### src/rtl/rf_pkg.sv
// Shared types and helpers for the multiport integer register file.
// Holds the clear/run state type, the x0 index and the address-width helper.
package rf_pkg;

  typedef enum logic [0:0] {
    RF_CLEAR = 1'b0,
    RF_RUN   = 1'b1
  } rf_state_e;

  localparam int RF_X0 = 0;

  // Smallest width able to address n registers (n >= 2 gives at least 1).
  function automatic int rf_addr_width(input int n);
    int w;
    w = 0;
    while ((1 << w) < n) w = w + 1;
    return w;
  endfunction

endpackage

### src/rtl/regfile_scoreboard.sv
// Pending-write scoreboard: one bit per register, set at issue, cleared at writeback.
// RD_BUSY is a plain lookup of the pending vector (no same-cycle bypass).
module regfile_scoreboard
  import rf_pkg::*;
#(
  parameter int NREGS = 32,
  parameter int NRP   = 2,
  parameter int NWP   = 2,
  parameter int AW    = 5
) (
  input  logic              CLK,
  input  logic              RESET,
  input  logic              run,
  input  logic              issue_en,
  input  logic [AW-1:0]     issue_rd,
  input  logic              flush,
  input  logic [NWP-1:0]    wr_en,
  input  logic [NWP*AW-1:0] wr_addr,
  input  logic [NRP*AW-1:0] rd_addr,
  output logic [NRP-1:0]    rd_busy
);

  logic [NREGS-1:0] pending_reg;
  logic [NREGS-1:0] pending_next;

  // Priority, lowest to highest: writeback clear, issue set, flush.
  always_comb begin
    pending_next = pending_reg;
    if (run) begin
      for (int w = 0; w < NWP; w++) begin
        if (wr_en[w]) pending_next[wr_addr[w*AW +: AW]] = 1'b0;
      end
      if (issue_en) pending_next[issue_rd] = 1'b1;
      if (flush) pending_next = '0;
    end
    pending_next[RF_X0] = 1'b0;
  end

  always_ff @(posedge CLK) begin
    if (RESET) pending_reg <= '0;
    else       pending_reg <= pending_next;
  end

  for (genvar gi = 0; gi < NRP; gi++) begin : g_busy
    assign rd_busy[gi] = run & pending_reg[rd_addr[gi*AW +: AW]];
  end

endmodule

### src/rtl/multiport_regfile.sv
// RV32IM integer register file: NRP registered read ports, NWP write ports with
// write-first bypass, hardwired x0, post-reset clear sweep and hazard scoreboard.
module multiport_regfile
  import rf_pkg::*;
#(
  parameter int XLEN   = 32,
  parameter int NREGS  = 32,
  parameter int NRP    = 2,
  parameter int NWP    = 2,
  localparam int AW    = rf_addr_width(NREGS)
) (
  input  logic                 CLK,
  input  logic                 RESET,
  input  logic [NRP*AW-1:0]    RD_ADDR,
  output logic [NRP*XLEN-1:0]  RD_DATA,
  output logic [NRP-1:0]       RD_BUSY,
  input  logic [NWP-1:0]       WR_EN,
  input  logic [NWP*AW-1:0]    WR_ADDR,
  input  logic [NWP*XLEN-1:0]  WR_DATA,
  input  logic                 ISSUE_EN,
  input  logic [AW-1:0]        ISSUE_RD,
  input  logic                 FLUSH,
  output logic                 READY
);

  rf_state_e       state_reg;
  logic [AW-1:0]   cnt_reg;
  logic            ready_reg;
  logic            run;
  logic [XLEN-1:0] mem [NREGS];

  assign run   = (state_reg == RF_RUN);
  assign READY = ready_reg;

  always_ff @(posedge CLK) begin
    if (RESET) begin
      state_reg <= RF_CLEAR;
      cnt_reg   <= '0;
      ready_reg <= 1'b0;
    end else if (state_reg == RF_CLEAR) begin
      cnt_reg <= cnt_reg + 1'b1;
      if (cnt_reg == AW'(NREGS - 1)) begin
        state_reg <= RF_RUN;
        ready_reg <= 1'b1;
      end
    end
  end

  // Later ports are assigned last, so port 1 wins a same-address collision.
  always_ff @(posedge CLK) begin
    if (!RESET) begin
      if (!run) begin
        mem[cnt_reg] <= '0;
      end else begin
        for (int w = 0; w < NWP; w++) begin
          if (WR_EN[w] && (WR_ADDR[w*AW +: AW] != AW'(RF_X0)))
            mem[WR_ADDR[w*AW +: AW]] <= WR_DATA[w*XLEN +: XLEN];
        end
      end
    end
  end

  for (genvar gi = 0; gi < NRP; gi++) begin : g_rd
    logic [AW-1:0]   addr;
    logic [XLEN-1:0] rd_next;
    logic [XLEN-1:0] rd_data_reg;

    assign addr = RD_ADDR[gi*AW +: AW];

    always_comb begin
      rd_next = mem[addr];
      for (int w = 0; w < NWP; w++) begin
        if (WR_EN[w] && (WR_ADDR[w*AW +: AW] == addr))
          rd_next = WR_DATA[w*XLEN +: XLEN];
      end
      if (!run || (addr == AW'(RF_X0))) rd_next = '0;
    end

    always_ff @(posedge CLK) begin
      if (RESET) rd_data_reg <= '0;
      else       rd_data_reg <= rd_next;
    end

    assign RD_DATA[gi*XLEN +: XLEN] = rd_data_reg;
  end

  regfile_scoreboard #(
    .NREGS (NREGS),
    .NRP   (NRP),
    .NWP   (NWP),
    .AW    (AW)
  ) u_scoreboard (
    .CLK      (CLK),
    .RESET    (RESET),
    .run      (run),
    .issue_en (ISSUE_EN),
    .issue_rd (ISSUE_RD),
    .flush    (FLUSH),
    .wr_en    (WR_EN),
    .wr_addr  (WR_ADDR),
    .rd_addr  (RD_ADDR),
    .rd_busy  (RD_BUSY)
  );

endmodule
### config.mk
export PLATFORM = sky130hd
export DESIGN_NAME = multiport_regfile
export DESIGN_NICKNAME = d
export VERILOG_FILES = /design/src/rtl/rf_pkg.sv /design/src/rtl/regfile_scoreboard.sv /design/src/rtl/multiport_regfile.sv
export SDC_FILE = /design/constraint.sdc
export NUM_CORES = 2
export LEC_CHECK = 0
export CELL_PAD_IN_SITES_DETAIL_PLACEMENT = 2
export CELL_PAD_IN_SITES_GLOBAL_PLACEMENT = 2
export CORE_AREA = 2 2 394 396
export DETAILED_ROUTE_END_ITERATION = 12
export DIE_AREA = 0 0 396 398
export PLACE_DENSITY_LB_ADDON = 0.1
export SLEW_MARGIN = 5
export SYNTH_ARGS = -nofsm -noshare
export SYNTH_HDL_FRONTEND = slang
export SYNTH_HIERARCHICAL = 1
export SYNTH_SLANG_ARGS = --single-unit
export TNS_END_PERCENT = 10
### constraint.sdc
create_clock -name CLK -period 4.6 [get_ports CLK]
set_input_delay 0.69 -clock CLK [delete_from_list [all_inputs] [get_ports CLK]]
set_output_delay 0.69 -clock CLK [all_outputs]
set_load 0.1 [all_outputs]
[Yosys cells after proc, flatten, opt, wreduce, memory -nomap -nowiden]
Memory sizes are Yosys's and may differ from the RTL's. A register that Yosys moved wholly into a read port is not among the register bits.
Index checks and enable logic that the tools add are counted.
Operators by class
  add/subtract/negate cells: 1
  order comparisons: 8
  eq/ne operators: 1
  multiplexer cells: 32
  bitwise gates (word level): 8
  reduce and logical (&&, ||, !) cells: 16
Operators by type and width (count)
  $mux 32: 7
  $and 32x32->32: 2
  $not 32->32: 2
  $or 32x32->32: 1
  $reduce_or 32->1: 1
  $lt 5x6->1 const B: 5
  $mux 1: 19
  $demux 1 s5: 3
  $ge 5x1->1 const B: 3
  $bmux 1 s5: 2
  $logic_not 5->1: 2
  $reduce_bool 5->1: 2
  $add 5x1->5 const B: 1
  $eq 5x5->1 const B: 1
  $logic_and 1x1->1: 5
  $mux 5: 1
  $reduce_or 2->1: 2
  $and 1x1->1: 2
  $logic_or 1x1->1: 2
  $reduce_and 2->1: 1
  $logic_not 1->1: 1
  $not 1->1: 1
Storage, ports and cells
  flip-flop bits (word level): 39
  RAM bits: 1024
  input port bits: 95
  output and inout bits: 67
  logic and storage cells: 72
  memories: 1
Memory list
  mem: words 32, bits a word 32, read ports 2, clocked after memory_dff 2, write ports 2, RTL line multiport_regfile.sv:30  | logic [XLEN-1:0] mem [NREGS];

[Logic depth before layout (Yosys ltp)]
  depth after elaboration: 14
  mapped depth: 11
  depth with buffers taken out: 7

[By module]
The synthesis kept the hierarchy.
Modules (own cells, without submodules)
  multiport_regfile: times used 1, cells each 5763, area an instance 61761.7 um^2
  regfile_scoreboard: times used 1, cells each 266, area an instance 2292.2 um^2

[Least setup slack after synthesis]
No wires, ideal clock.
  kind: input to output
  start: input port RD_ADDR[0]
  end: output port RD_BUSY[0]
  data arrival time: 3777 ps
  slack: 133 ps
  stages: 6
  buffers on the path: 1
  path through: buf_2 -> and2b_1 -> a22o_1 -> o311ai_1 -> nand2_1 -> a211oi_1
Between the ends
  cells in the longest elaborated chain, start to end: 3
Ends and longest elaborated chain
  from (decl): RTL line multiport_regfile.sv:14  | input logic [NRP*AW-1:0] RD_ADDR,
  $bmux 1 s5: RTL line regfile_scoreboard.sv:45  | assign rd_busy[gi] = run & pending_reg[rd_addr[gi*AW +: AW]];
  $mux 1 (not written as such): RTL line regfile_scoreboard.sv:45
  $and 1x1->1: RTL line regfile_scoreboard.sv:45
  to (decl): RTL line multiport_regfile.sv:16  | output logic [NRP-1:0] RD_BUSY,
No other way between the ends. The select of a mux whose other input is x is not followed.

[Worst setup path after layout]
  start: input port RD_ADDR[2]
  end: output port RD_BUSY[0]
Same word-level chain as after synthesis.

==> metrics.cfg <==
[yosys]
synth_async_sr_flop_share_pct = 0
synth_largest_area_cell = sky130_fd_sc_hd__edfxtp_1
synth_enable_flop_cells = 1024
ys_ff_latch = 1126
yosys.area.top_type_share_pct = 48.01
syn-instance-count = 6029
synthDistinctLibCells = 67
syn_area_per_cell_um2 = 10.62
synth-warning-count = 6
synth_top_cells_by_count = sky130_fd_sc_hd__nand2_1 (1,148), sky130_fd_sc_hd__o21ai_0 (1,048), sky130_fd_sc_hd__edfxtp_1 (1,024), sky130_fd_sc_hd__mux2i_1 (576), sky130_fd_sc_hd__clkbuf_1 (543)
postSynth.topFlopCell = sky130_fd_sc_hd__edfxtp_1
ys_top_cells_by_area = sky130_fd_sc_hd__edfxtp_1 (48%), sky130_fd_sc_hd__mux2i_1 (9.0%), sky130_fd_sc_hd__mux4_2 (8.6%)
synthesis.area_mm2 = 0.06405
syn_nets = 6126
ys_seq_area_share_pct = 51.19
yosysMostFrequentCell = sky130_fd_sc_hd__nand2_1

[cts]
post_cts_buffers = 0
clock_sinks = 1126
ctsHtreeMaxLevel = 4
cts_hold_repair.buffers = 0
cts-root-to-sink-buffers = 3
cts.clk_slew.worst_paths_ns = 0.06
cts_resized = 0
tritoncts.num_buffers = 139
clk-insertion-delay-late_ns = 0.80
cts_tree = built
ctsRootBufferMaster = sky130_fd_sc_hd__clkbuf_16

[worst_setup_path]
critical_path.n_buffers_inverters = 2
worst-path-max-fanout = 14
setup.reg_to_reg.worst_slack_ns = 1.31
reg2regPathDepth = 6
critical_path_class = primary input to output port
worst_r2r_endpoint = mem[16][2]
cp_top_family = buffers and inverters
cp_cell_sequence = clkdlybuf4s50_1, mux2i_1, a22o_1, o311ai_1, nand2_1, a211oi_1, buf_12
critical_path.slowest_cell = sky130_fd_sc_hd__clkdlybuf4s50_1
timing.critical_path.from = RD_ADDR[2]
reg_to_reg_start = run
critical_path_depth = 7
critPathMaxStageDelay_ns = 1.01
start_kind = primary input
critical_path.endpoint_type = output port
required_ns = 3.91
worst_ep_arrival_time_ns = 3.19

[hold_path]
worstHoldStart = READY
min_path_cells = 2
hold_path_class = register to register
hold_path_end = READY

[sta]
min_period_over_period_pct = 84.42
worst-slew-pin-transition_ns = 1.298
holdWs_ns = 0.4843
final_hold_viol_count = 0
clock.fmax_mhz = 257.5
finalSetupViolations = 0
finClkSkew_ns = 0.03919
rsz_0062_raised_after_global_routing = no
maxSlewViolCount = 0
finalSetupTns_ns = 0
maxSlewHeadroom_pct = 13.22
finalWorstPathRequiredPeriod_ns = 3.883

[route]
drt_pass1_iterations = 6
finalWirelength_um = 307700
drc = 0
route.vias.total = 55344
met3_length_um = 25600
met2RoutedLength_um = 143600
detailedRoute.firstIterationViolations = 6214
met1_length_um = 120400
wl_per_cell_um = 38.05
post_drt_via_cell_ratio = 6.843
drt.antenna.violating_nets = 0
highest-signal-layer = met5

[pwr]
comb_power_share_pct = 8.7
power.static_leakage_uw = 0.02314
switching_share_pct = 25.85
power.clock.fraction_pct = 45.1
power_density_mw_per_mm2 = 327.3
share_of_total_power_in_sequential_cells_pct = 46.1
switchingPower_uw = 6225
internal-power_uw = 17850
largest_voltage_drop_on_the_vdd_net_mv = 0.3631

[floorplan]
die_width_um = 396
floorplan.die.height_um = 398
core-area_mm2 = 0.1533
floorplan.io_pins = 162
floorplan.initialDensity_pct = 41.78
placementRows = 144
floorplan.die_area_mm2 = 0.1576

[run]
max_cap_viol_count = 0

[final_layout]
design.final.nets = 6028
post-route-util_pct = 47.99
largest_register_ffs = 1024
drive_above_1_share_pct = 14.56
flow.area_growth_from_synthesis_pct = 14.87

[grt]
grtUsageTotal_pct = 38.65
globalRouteOverflowTotal = 0
antenna_violations_before_repair = 5
grt_pass1_vias = 58173
global_route_wire_length_before_repair_um = 435700
grt_start_max_net_pins = 76

[placed_design]
gp_congestion = 0.8889
io_port_bufs = 161
post-dp-hpwl_um = 194600

[outcome]
run_status = finished clean

## stage by stage
step	power, uW	cell area (um^2)	worst slack [ns]	cells
after floorplan	12420	64050	0.1326	6029
after global placement	13340	69240	0.6155	7834
after detailed placement	13370	69240	0.5130	7834
after CTS	24070	73570	0.7224	8086
after global routing	24530	73570	0.6230	8086
final	24080	73580	0.7168	8088
## cells by family (layout without fill, tap and decap cells)
group                      after synthesis  count (layout)  synth area share (%)
DFF                                   1126            1126                 51.19
buffers and inverters                  737             750                 4.641
muxes                                  834             834                 18.06
xor gates and xnor gates                15              15                0.2051
adders and majority gates                2               2               0.03906
other                                    0               2                     0
AOI/OAI and AO/OA                     1694            1694                 14.97
and+or+nand+nor                       1621            1621                 10.89
## power by group through the flow
stage / combinational, uW / clock, uW / sequential, uW
after floorplan: 1110 / 0 / 11300
after global placement: 2020 / 0 / 11300
after detailed placement: 2050 / 0 / 11300
after CTS: 2050 / 10900 / 11100
after global routing: 2150 / 11300 / 11100
final: 2100 / 10900 / 11100
## final cells by class
class,count,area (um^2)
clock inverter,58,411.6
tap,2044,2557
fill,15336,79750
inverter,39,146.4
multi-input combinational,4166,29110
timing repair buffer,459,4632
sequential,1126,32790
antenna,2,5.005
clock buffer,194,3921
## layer usage
layer / vias up / GRT usage, %
met2: 2855 / 62.06
li1: 22292 / -
met3: 825 / 6.562
met5: - / 0
met4: 4 / 20.46
met1: 29368 / 50.19
## layout by cell type, fill, tap and decap left out, types with 105 or more instances in the layout
cell type	count
sky130_fd_sc_hd__buf_4	233
sky130_fd_sc_hd__a21oi_1	105
sky130_fd_sc_hd__nand3_1	148
sky130_fd_sc_hd__nand2_1	1148
sky130_fd_sc_hd__edfxtp_1	1024
sky130_fd_sc_hd__a22oi_1	297
sky130_fd_sc_hd__clkbuf_16	144
sky130_fd_sc_hd__clkdlybuf4s50_1	133
sky130_fd_sc_hd__mux4_2	244
sky130_fd_sc_hd__o21ai_0	1048
sky130_fd_sc_hd__mux2i_1	576
## worst max-delay path by stage
stage	to
finish	RD_BUSY[0]
global route	RD_BUSY[0]
CTS	RD_BUSY[0]
detailed placement	g_rd[0].rd_data_reg[28]
global placement	g_rd[0].rd_data_reg[22]
floorplan	RD_BUSY[0]
## worst min-delay path: cells and delay by family (launching register included)
kind               cells  cell delay [ns]
DFF                    1             0.33
and+or+nand+nor        1             0.07
AOI/OAI and AO/OA      1             0.05
Note: power is estimated with default switching activity, not from simulation.
